## src/rtl/pipe_control_n_if.sv

```systemverilog
// Handshake bundle between the pipeline and its hazard controller.
// flush_req[k][j] is stage k's request to bubble boundary j (flat bit k*NUM_STAGES+j).
interface pipe_control_n_if #(
    parameter int NUM_STAGES = 4,
    parameter int CNT_W      = 32
);
    logic [NUM_STAGES-1:0]                  stall_req;
    logic [NUM_STAGES-1:0][NUM_STAGES-1:0]  flush_req;
    logic                                   halt_req;
    logic                                   wdog_clr;
    logic [NUM_STAGES-1:0]                  stall;
    logic [NUM_STAGES-1:0]                  flush;
    logic                                   halt_ack;
    logic                                   wdog_err;
    logic [NUM_STAGES-1:0][CNT_W-1:0]       perf_stall_cnt;
    logic [NUM_STAGES-1:0][CNT_W-1:0]       perf_flush_cnt;

    modport master (
        output stall_req, flush_req, halt_req, wdog_clr,
        input  stall, flush, halt_ack, wdog_err, perf_stall_cnt, perf_flush_cnt
    );

    modport slave (
        input  stall_req, flush_req, halt_req, wdog_clr,
        output stall, flush, halt_ack, wdog_err, perf_stall_cnt, perf_flush_cnt
    );
endinterface

```

## src/rtl/pipe_control_n.sv

```systemverilog
// N-stage hazard controller: stall/flush combine, debug-halt drain FSM, stall watchdog.
// Define PIPE_CTRL_PERF_EN to build the per-boundary saturating stall/flush counters.
module pipe_control_n_bnd #(
    parameter int N = 4,
    parameter int J = 0
) (
    input  logic [N-1:0] stall_req,
    input  logic [N-1:0] flush_col,
    input  logic         hs,
    output logic         stall,
    output logic         flush
);
    // Only stages at or beyond this boundary may act on it.
    localparam logic [N-1:0] GE_MASK = {N{1'b1}} << J;

    logic rs, rf;
    assign rs    = |(stall_req & GE_MASK);
    assign rf    = |(flush_col & GE_MASK);
    assign flush = rf;
    assign stall = (rs | hs) & ~rf;
endmodule

module pipe_control_n #(
    parameter int NUM_STAGES = 4,
    parameter int WDOG_LIMIT = 1024,
    parameter int CNT_W      = 32
) (
    input logic             clk,
    input logic             rst_n,
    pipe_control_n_if.slave bus
);
    localparam int DW = (NUM_STAGES > 2) ? $clog2(NUM_STAGES) : 1;
    localparam int WW = $clog2(WDOG_LIMIT + 1);

    typedef enum logic [1:0] {RUN, DRAIN, HALTED} state_t;

    state_t                                 state, state_nxt;
    logic [DW-1:0]                          drain_cnt, drain_nxt;
    logic [WW-1:0]                          wd_cnt, wd_nxt;
    logic                                   halt_ack, wdog_err;
    logic [NUM_STAGES-1:0]                  hs, stall_v, flush_v;
    logic [NUM_STAGES-1:0][NUM_STAGES-1:0]  flush_col;
    logic                                   rs0, rs1;

    assign rs0 = |bus.stall_req;
    assign rs1 = |bus.stall_req[NUM_STAGES-1:1];

    for (genvar j = 0; j < NUM_STAGES; j++) begin : g_bnd
        for (genvar k = 0; k < NUM_STAGES; k++) begin : g_col
            assign flush_col[j][k] = bus.flush_req[k][j];
        end
        pipe_control_n_bnd #(.N(NUM_STAGES), .J(j)) u_bnd (
            .stall_req (bus.stall_req),
            .flush_col (flush_col[j]),
            .hs        (hs[j]),
            .stall     (stall_v[j]),
            .flush     (flush_v[j])
        );
    end

    always_comb begin
        hs = '0;
        if (state == HALTED)     hs = '1;
        else if (state == DRAIN) hs[0] = 1'b1;
    end

    // Drain lasts NUM_STAGES-1 unstalled cycles: the counter reaching zero ends it.
    always_comb begin
        state_nxt = state;
        drain_nxt = drain_cnt;
        case (state)
            RUN: if (bus.halt_req) begin
                state_nxt = DRAIN;
                drain_nxt = DW'(NUM_STAGES - 1);
            end
            DRAIN: begin
                if (!bus.halt_req) begin
                    state_nxt = RUN;
                end else if (!rs1) begin
                    drain_nxt = drain_cnt - 1'b1;
                    if (drain_cnt <= DW'(1)) state_nxt = HALTED;
                end
            end
            HALTED: if (!bus.halt_req) state_nxt = RUN;
            default: state_nxt = RUN;
        endcase
    end

    always_comb begin
        wd_nxt = '0;
        if (state == RUN && rs0)
            wd_nxt = (wd_cnt == WW'(WDOG_LIMIT)) ? wd_cnt : wd_cnt + 1'b1;
    end

    always_ff @(posedge clk or negedge rst_n) begin
        if (!rst_n) begin
            state     <= RUN;
            drain_cnt <= '0;
            wd_cnt    <= '0;
            halt_ack  <= 1'b0;
            wdog_err  <= 1'b0;
        end else begin
            state     <= state_nxt;
            drain_cnt <= drain_nxt;
            wd_cnt    <= wd_nxt;
            halt_ack  <= (state_nxt == HALTED);
            if (bus.wdog_clr)                    wdog_err <= 1'b0;
            else if (wd_nxt == WW'(WDOG_LIMIT))  wdog_err <= 1'b1;
        end
    end

    assign bus.stall    = stall_v;
    assign bus.flush    = flush_v;
    assign bus.halt_ack = halt_ack;
    assign bus.wdog_err = wdog_err;

`ifdef PIPE_CTRL_PERF_EN
    logic [NUM_STAGES-1:0][CNT_W-1:0] pst_cnt, pfl_cnt;

    always_ff @(posedge clk or negedge rst_n) begin
        if (!rst_n) begin
            pst_cnt <= '0;
            pfl_cnt <= '0;
        end else begin
            for (int j = 0; j < NUM_STAGES; j++) begin
                if (stall_v[j] && pst_cnt[j] != '1) pst_cnt[j] <= pst_cnt[j] + 1'b1;
                if (flush_v[j] && pfl_cnt[j] != '1) pfl_cnt[j] <= pfl_cnt[j] + 1'b1;
            end
        end
    end

    assign bus.perf_stall_cnt = pst_cnt;
    assign bus.perf_flush_cnt = pfl_cnt;
`else
    assign bus.perf_stall_cnt = '0;
    assign bus.perf_flush_cnt = '0;
`endif
endmodule

```

## src/flat_wrapper.sv

```systemverilog
// flat-port wrapper written by rule: the top's interface ports become plain ports
module pipe_control_n_flat 
#(
    parameter int NUM_STAGES = 4,
    parameter int WDOG_LIMIT = 1024,
    parameter int CNT_W      = 32
)
  (clk, rst_n, bus_stall_req, bus_flush_req, bus_halt_req, bus_wdog_clr, bus_stall, bus_flush, bus_halt_ack, bus_wdog_err, bus_perf_stall_cnt, bus_perf_flush_cnt);
  pipe_control_n_if #(.NUM_STAGES(NUM_STAGES), .CNT_W(CNT_W)) bus_i ();
  input logic clk;
  input logic rst_n;
  input wire logic [$bits(bus_i.stall_req)-1:0] bus_stall_req;
  input wire logic [$bits(bus_i.flush_req)-1:0] bus_flush_req;
  input wire logic [$bits(bus_i.halt_req)-1:0] bus_halt_req;
  input wire logic [$bits(bus_i.wdog_clr)-1:0] bus_wdog_clr;
  output wire logic [$bits(bus_i.stall)-1:0] bus_stall;
  output wire logic [$bits(bus_i.flush)-1:0] bus_flush;
  output wire logic [$bits(bus_i.halt_ack)-1:0] bus_halt_ack;
  output wire logic [$bits(bus_i.wdog_err)-1:0] bus_wdog_err;
  output wire logic [$bits(bus_i.perf_stall_cnt)-1:0] bus_perf_stall_cnt;
  output wire logic [$bits(bus_i.perf_flush_cnt)-1:0] bus_perf_flush_cnt;
  assign bus_i.stall_req = bus_stall_req;
  assign bus_i.flush_req = bus_flush_req;
  assign bus_i.halt_req = bus_halt_req;
  assign bus_i.wdog_clr = bus_wdog_clr;
  assign bus_stall = bus_i.stall;
  assign bus_flush = bus_i.flush;
  assign bus_halt_ack = bus_i.halt_ack;
  assign bus_wdog_err = bus_i.wdog_err;
  assign bus_perf_stall_cnt = bus_i.perf_stall_cnt;
  assign bus_perf_flush_cnt = bus_i.perf_flush_cnt;
  pipe_control_n #(.NUM_STAGES(NUM_STAGES), .WDOG_LIMIT(WDOG_LIMIT), .CNT_W(CNT_W)) u_core (.clk(clk), .rst_n(rst_n), .bus(bus_i));
endmodule
```

## config.mk

```make
export PLATFORM = sky130hd
export DESIGN_NAME = pipe_control_n_flat
export DESIGN_NICKNAME = d
export VERILOG_FILES = /design/src/rtl/pipe_control_n_if.sv /design/src/rtl/pipe_control_n.sv /design/src/flat_wrapper.sv
export SDC_FILE = /design/constraint.sdc
export NUM_CORES = 1
export LEC_CHECK = 0
export BUFFER_PORTS_ARGS = -buffer_cell sky130_fd_sc_hd__buf_4
export CORE_AREA = 4 4 110 112
export CTS_CLUSTER_DIAMETER = 30
export DETAILED_ROUTE_END_ITERATION = 16
export DIE_AREA = 0 0 114 116
export PLACE_DENSITY = 0.76
export SKIP_LAST_GASP = 1
export SLEW_MARGIN = 0
export SYNTH_ARGS = -nofsm -noshare
export SYNTH_HDL_FRONTEND = slang
export SYNTH_HIERARCHICAL = 1
export SYNTH_SLANG_ARGS = --single-unit
```

## constraint.sdc

```tcl
create_clock -name clk -period 3.5 [get_ports clk]
set_input_delay 0.35 -clock clk [delete_from_list [all_inputs] [get_ports clk]]
set_output_delay 0.35 -clock clk [all_outputs]
set_load 0.01 [all_outputs]
```

# Word-level counts from Yosys, hierarchy flattened
# Cells that the tools add are included.
# op_classes
n_addsub	2
order_cmp	1
eq_ne	8
mux	17
bitwise	12
n_reduce_logical	11
# ops
cell	n
$eq 11x11->1 const B	2
$mux 11	2
$mux 2	8
$add 11x1->11 const B	1
$reduce_or 4->1	2
$ne 2x2->1 const B	3
$pmux 2 s3	1
$reduce_or 3->1	2
$and 1x1->1	4
$eq 2x2->1 const B	2
$mux 1	4
$not 1->1	4
$or 1x1->1	4
$pmux 2 s2	1
$reduce_and 4->1	1
$reduce_bool 2->1	2
$reduce_or 2->1	2
$mux 3	1
$eq 2x1->1 const B	1
$le 2x1->1 const B	1
$logic_not 2->1	1
$sub 2x1->2 const B	1
$logic_and 1x1->1	1
# totals
ff_bits	17
input_bits	24
wordCells	56

# Logic depth before layout (Yosys ltp)
# Gate-level depths: netlist of the first run.
# logic_depth
word_depth	6
ltp_mapped	8
ltp_nobuf	7

# Hierarchy
# The synthesis of the first run kept the hierarchy.
# modules_own_cells
module	instances	cells_per_inst	area_each_um2	seq_area_each_um2
pipe_control_n	1	374	3060.4	425.4
pipe_control_n_bnd at u_core.g_bnd[0].u_bnd	1	4	28.8	0.0
pipe_control_n_bnd at u_core.g_bnd[1].u_bnd	1	3	21.3	0.0
pipe_control_n_bnd at u_core.g_bnd[2].u_bnd	1	3	17.5	0.0
pipe_control_n_bnd at u_core.g_bnd[3].u_bnd	1	2	17.5	0.0

# Least setup slack after synthesis of the first run
# No wires, ideal clock.
# synth_path
kind	register to register
start	register u_core.wd_cnt[0]
end	register u_core.wdog_err (netlist: u_core/bus.wdog_err)
t_arrival_ps	1812
slack_ps	1593
stages_incl_launch_ff	9
path_cell_list	dfrtp_1 -> buf_2 -> inv_1 -> ha_1 -> nor4b_2 -> a311o_1 -> a211oi_2 -> o2111ai_1 -> o32ai_2
# synth_via
elab_chain_cells	5
word_cells_on_any_way	6
cone_classes	add/sub (1); eq/ne (2); mux (2); reduce/logical (1)
# synth_lines
element	line	source
start: declaration	pipe_control_n.sv:39	logic [WW-1:0] wd_cnt, wd_nxt;
start signal: assignment	pipe_control_n.sv:105	wd_cnt <= wd_nxt;
$add 11x1->11 / $eq 11x11->1 (equally long branches)	pipe_control_n.sv:92	wd_nxt = (wd_cnt == WW'(WDOG_LIMIT)) ? wd_cnt : wd_cnt + 1'b1;
$mux 11 (*)	pipe_control_n.sv:92	
$mux 11 (*)	pipe_control_n.sv:91	if (state == RUN && rs0)
$eq 11x11->1 (*)	pipe_control_n.sv:108	else if (wd_nxt == WW'(WDOG_LIMIT)) wdog_err <= 1'b1;
$reduce_bool 2->1 (no line) (*)	--	
end signal: assignment	pipe_control_n.sv:101	wdog_err <= 1'b0;
end signal: assignment	pipe_control_n.sv:107	if (bus.wdog_clr) wdog_err <= 1'b0;
end signal: assignment	pipe_control_n.sv:108	
end: declaration	pipe_control_n.sv:40	logic halt_ack, wdog_err;
# Mark *: on every way between the ends. The rest lies on a longest branch, timed or not.
# A chain may end at the register's enable or synchronous reset.

# Worst setup path after layout of the first run
# Same ends and word-level chain as after synthesis.

==> reports/results.txt, run 1 <==
status -> complete, no violations
switching share of power -> 0.439
Crit path buffers/inverters -> 1
fin crit share -> 0.590
IO Pins -> 290
Slew headroom -> 0.526
startpoint types -> flip-flop
Final Hold Vio Count -> 0
Logic pwr share -> 0.455
CP Class -> flip-flop to flip-flop
global-route wire length before repair -> 5400 um
Cell variety after synth -> 47
post-layout util -> 0.233
Seq pwr share -> 0.300
count leader, synth -> buf_4
crit-path cells -> inv_1 -> ha_1 -> nor4b_2 -> a311o_1 -> a211oi_2 -> o2111ai_1 -> o32ai_2
ANT nets after route -> 0
Final min period -> 2.07 ns
clock-pin slew on the worst setup and hold paths -> 0.05 ns
die area -> 13200 sq um
wirelength, routed -> 4530 um
Overflow after GRT -> 0
synth cell count leaders -> buf_4 (257), nor2_1 (20), dfrtp_1 (17), a21oi_1 (7), ha_1 (7)
Async SR Flop Fraction -> 1.00
largest net degree at the start of global routing -> 18
Int Pwr -> 0.000515 W
via count -> 1706
Port Buffers -> 27
CP endpoint kind -> flip-flop
setup repair bufs after CTS -> 0
synth warn -> 6
Worst Path Required -> 3.65 ns
drt wl/cell -> 8.17 um
area growth from synthesis to layout -> -16.7%
actual slew at the worst max-slew pin -> 0.709 ns
TritonCTS clock tree -> yes
clock sinks -> 17
H-tree levels -> 1
count of final setup violators -> 0
Max Slew Vio Count -> 0
GPL Wtd Cong -> 0.793
Residual DRC -> 0
Mean Syn Cell Area -> 8.15 sq um
Die W -> 114 um
clk_skew -> 0.00107 ns
Peak VDD IR -> 213 uV
Die Y -> 116 um
clock buffer depth -> 2
ys flop type -> dfrtp_1
layout cells sized above 1 -> 0.102
Area contributors post-synth -> buf_4 (61%), dfrtp_1 (14%), ha_1 (2.8%)
Tot GR Track Use -> 0.0493
Cells after Synth -> 386
Final TNS setup -> 0 ns
vias in the first global route -> 1099
later-pin clock latency in the skew report -> 0.24 ns
top fanout value on the critical path -> 8
Starting Density -> 0.280
number of synthesized flops with an enable pin -> 0
worst hold slack -> 0.295 ns
Yosys top cell by area -> buf_4
Seq/Total Area, Yosys -> 0.135
CP max stage cell -> dfrtp_1
Syn Std Cell Area -> 3150 sq um
Synth top area share -> 0.613
reported net switching power -> 0.000403 W
Max stage delay on crit path -> 0.47 ns
pwr dens -> 350 nW/um^2
CTS resizes -> 0
clock group share of total power -> 0.245
Leak -> 1.50 nW
via/cell ratio -> 3.07
Max Cap Viol -> 0
antenna violations before repair -> 0
CTS root buf -> clkbuf_16
ANT cells -> 0
drt first pass iters -> 4
FP Rows -> 39
Final #Nets -> 444
arrival time worst endpoint -> 2.22 ns
Core Area -> 11200 sq um
CTS Buf Count -> 3
DR iter-0 viols -> 39
hpwl dp -> 3910 um
Fmax -> 484 MHz
unrepaired setup endpoints after global routing -> no
post-synthesis register bit count -> 17
hold crit path type -> input port to flip-flop
Crit path max-delay family -> compound AO/OA/AOI/OAI gates
kinds of logic (layout without fill, tap and decap cells):
kind of cell,Yosys count,after routing,share of synthesized area
buffers and inverters,267,38,0.628
AND/OR/NAND/NOR,58,58,0.109
AO/OA/AOI/OAI,26,26,0.0704
flip-flops,17,17,0.135
XOR/XNOR,9,9,0.0251
adder cells (fa/ha/maj),7,7,0.0278
other,1,256,0.00119
multiplexers,1,1,0.00318
layer usage:
layer	vias up	global-route usage	routed length, um
li1	777	-	-
met1	770	0.0605	1400
met2	157	0.0878	2260
met3	2	0.0141	866
met4	0	0.00713	10
met5	-	0	0
flip-flops by register name, indices dropped and copies added (netlist names):
signal and cells:
u_core/bus.wdog_err 1, u_core/drain_cnt 2, u_core/wd_cnt 11, u_core/state 2
u_core/bus.halt_ack 1
power by group through the flow:
stage | clock network (W) | registers, W | logic (W)
after CTS | 0.000231 | 0.000274 | 0.000408
final | 0.000225 | 0.000275 | 0.000418
after global routing | 0.000239 | 0.000280 | 0.000476
after detailed placement | 0 | 0.000278 | 0.000405
after floorplan | 0 | 0.000254 | 0.000568
after global placement | 0 | 0.000276 | 0.000400
layout by cell type (no fill, tap or decap), types with 2 or more instances in the layout:
| cell | instances |
|---|---|
| xor2_1 | 5 |
| a31oi_1 | 2 |
| conb_1 | 256 |
| nor4_1 | 2 |
| o21ba_1 | 2 |
| o21a_1 | 2 |
| nand4_1 | 6 |
| dfrtp_1 | 17 |
| nor2_1 | 20 |
| o21ai_0 | 2 |
| ha_1 | 7 |
| nand2b_1 | 3 |
| nand3_1 | 5 |
| and3_1 | 2 |
| clkbuf_16 | 3 |
| nand2_1 | 4 |
| nor3_1 | 4 |
| inv_1 | 6 |
| buf_4 | 27 |
| xnor2_1 | 4 |
| a21oi_1 | 7 |
layout make-up:
cell class | count | area, sq um
fill | 1216 | 8600
multi-input combinational | 357 | 1700
sequential | 17 | 425
timing repair buffer | 28 | 213
tap | 143 | 179
clock buffer | 4 | 78.8
inverter | 6 | 22.5
through the flow:
step | instances | power (W) | setup slack [ns] | area (sq um)
after global placement | 550 | 0.000676 | 1.47 | 2530
final | 555 | 0.000918 | 1.43 | 2620
after floorplan | 641 | 0.000823 | 1.59 | 4100
after CTS | 555 | 0.000914 | 1.43 | 2620
after global routing | 555 | 0.000995 | 1.32 | 2620
after detailed placement | 550 | 0.000683 | 1.44 | 2530
final timing paths:
path	startpoint	to	slack (ns)	cells after the start
max	u_core/wd_cnt[0]	u_core/bus.wdog_err	1.43	7
min	bus_wdog_clr	u_core/bus.wdog_err	0.29	2
max reg2reg	u_core/wd_cnt[0]	u_core/bus.wdog_err	1.43	7
min reg2reg	u_core/bus.wdog_err	u_core/bus.wdog_err	0.57	2
max in group asynchronous	rst_n	u_core/state[0]	2.77	2
min in group asynchronous	rst_n	u_core/wd_cnt[10]	0.54	2
worst register-to-register path: cells and delay by family, from the launching register on:
| family | cells | cell delay [ns] |
|---|---|---|
| compound gates | 4 | 1.04 |
| fa+ha+maj | 1 | 0.20 |
| buf+inv | 1 | 0.09 |
| flops | 1 | 0.47 |
| simple gates | 1 | 0.17 |
what timing repair did:
item,CTS,global route
endpoints found under the setup margin,0,0
hold buffers,1,0
hold endpoints to repair,17,0
(Power assumes the default switching activity.)
==> run 2, diff against run 1 <==
--- a/config.mk
+++ b/config.mk
@@ -6,11 +6,11 @@
 export NUM_CORES = 1
 export LEC_CHECK = 0
 export BUFFER_PORTS_ARGS = -buffer_cell sky130_fd_sc_hd__buf_4
-export CORE_AREA = 4 4 110 112
+export CORE_AREA = 4 4 111 113
 export CTS_CLUSTER_DIAMETER = 30
 export DETAILED_ROUTE_END_ITERATION = 16
-export DIE_AREA = 0 0 114 116
-export PLACE_DENSITY = 0.76
+export DIE_AREA = 0 0 115 117
+export PLACE_DENSITY = 0.75
 export SKIP_LAST_GASP = 1
 export SLEW_MARGIN = 0
 export SYNTH_ARGS = -nofsm -noshare
==> constraint.sdc (replaced) <==
create_clock -name clk -period 2.1 [get_ports clk]
set_input_delay 0.21 -clock clk [delete_from_list [all_inputs] [get_ports clk]]
set_output_delay 0.21 -clock clk [all_outputs]
set_load 0.01 [all_outputs]
==> reports/results.txt, run 2 (synthesized netlist as in run 1, its figures left out) <==
Crit path max-delay family -> compound AO/OA/AOI/OAI gates
H-tree levels -> 1
Max stage delay on crit path -> 0.37 ns
Setup crit start -> u_core/wd_cnt[0]
Final min period -> 1.89 ns
crit-path cells -> buf_4 -> ha_1 -> xnor2_1 -> a31oi_1 -> nor3_1 -> o2111ai_1 -> o32ai_2
area growth from synthesis to layout -> -16.1%
drt wl/cell -> 8.03 um
largest net degree at the start of global routing -> 18
Peak VDD IR -> 330 uV
ANT cells -> 0
global-route wire length before repair -> 5180 um
unrepaired setup endpoints after global routing -> no
IO Pins -> 290
Max Cap Viol -> 0
CP max stage cell -> dfrtp_1
worst r2r dst -> u_core/bus.wdog_err
top fanout value on the critical path -> 8
vias in the first global route -> 1138
most common cell after layout, fill and taps aside -> conb_1
clock-pin slew on the worst setup and hold paths -> 0.05 ns
HP Start -> bus_wdog_clr
later-pin clock latency in the skew report -> 0.24 ns
TritonCTS clock tree -> yes
clock sinks -> 17
CP Class -> flip-flop to flip-flop
Overflow after GRT -> 0
post-layout util -> 0.233
GPL Wtd Cong -> 0.793
Hold EP -> u_core/bus.wdog_err
Fmax -> 530 MHz
FF/Latch Area -> 425 sq um
multi-input logic area -> 1710 sq um
R2R depth -> 7
Starting Density -> 0.278
layout filler cell count -> 1225
Core Area -> 11300 sq um
dpl ws -> 0.194 ns
clock buffer depth -> 2
Final #Nets -> 446
fin crit share -> 0.899
CTS Buf Count -> 3
startpoint types -> flip-flop
Worst Path Required -> 2.25 ns
clk_skew -> 0.00274 ns
most frequent cells in the layout -> conb_1 (256), buf_4 (29), nor2_1 (20)
Port Buffers -> 27
Final Hold Vio Count -> 0
reg-to-reg slack, setup -> 0.21 ns
CTS root buf -> clkbuf_16
FP Rows -> 39
hold crit path type -> input port to flip-flop
antenna violations before repair -> 0
Die W -> 115 um
Crit path buffers/inverters -> 1
hpwl dp -> 3940 um
via/cell ratio -> 3.08
setup repair bufs after CTS -> 0
DR iter-0 viols -> 19
layout cells sized above 1 -> 0.109
die area -> 13500 sq um
Post-Layout Inst Area -> 2640 sq um
biggest regs -> u_core/wd_cnt (11), u_core/drain_cnt (2), u_core/state (2)
Die Y -> 117 um
via count -> 1718
Slew headroom -> 0.546
count of final setup violators -> 0
Area after DPL -> 2540 sq um
Max Slew Vio Count -> 0
Tot GR Track Use -> 0.0463
setup ws final -> 0.213 ns
drt first pass iters -> 4
Residual DRC -> 0
actual slew at the worst max-slew pin -> 0.679 ns
CP endpoint kind -> flip-flop
max FFs per register -> 11
Final TNS setup -> 0 ns
wirelength, routed -> 4470 um
Total Power -> 0.00155 W
Leak -> 1.51 nW
Biggest register -> u_core/wd_cnt
arrival time worst endpoint -> 2.04 ns
Reg2Reg Launch Point -> u_core/wd_cnt[0]
status -> complete, no violations
pwr dens -> 589 nW/um^2
worst hold stages -> 2
ANT nets after route -> 0
[run 2: changes by cell type in the layout (fill, tap and decap cells not counted)]
cell,previous run,this run
nor4b_1,1,0
buf_4,27,29
nor4b_2,1,2
[run 2: per-stage QoR]
stage               hold slack [ns]  instances
finish                        0.162        557
global route                  0.167        557
CTS                           0.153        557
floorplan                   -0.0856        641
global placement             0.0887        552
detailed placement           0.0930        552
[run 2: layout make-up]
class	count	area share
well taps	143	0.0678
flip-flops and latches	17	0.161
repair buffers	30	0.0863
clock buffers	4	0.0299
inverters	6	0.00853
multi-input cells	357	0.646
[run 2: worst max path at each step]
stage | slack (ns) | cells after the start | end
global placement | 0.23 | 7 | u_core/bus.wdog_err
floorplan | 0.19 | 8 | u_core/bus.wdog_err
detailed placement | 0.19 | 7 | u_core/bus.wdog_err
global route | 0.04 | 7 | u_core/bus.wdog_err
finish | 0.21 | 7 | u_core/bus.wdog_err
CTS | 0.17 | 7 | u_core/bus.wdog_err
[run 2: worst reg2reg max path: stages, from the launching register on]
cell	delay (ns)
dfrtp_1	0.37
buf_4	0.16
ha_1	0.31
xnor2_1	0.25
a31oi_1	0.07
nor3_1	0.19
o2111ai_1	0.16
o32ai_2	0.28
[run 2: report_power, final]
group	leakage, nW	internal (W)	switching [W]
Sequential	0.226	0.000380	0.0000551
Combinational	1.25	0.000241	0.000504
Clock	0.0382	0.000257	0.000116
[run 2: timing repair]
action / in CTS / in global routing
gates resized for setup: 0 / 1
hold buffers: 1 / 0
setup endpoints to repair: 0 / 1
hold endpoints to repair: 17 / 0
[run 2: metal layers]
metal,GRT usage,vias up,share of wire
met1,0.0549,775,0.30
met2,0.0845,156,0.51
met3,0.0134,2,0.19
met5,0,-,0
li1,-,785,-
met4,0.00704,0,0.0013
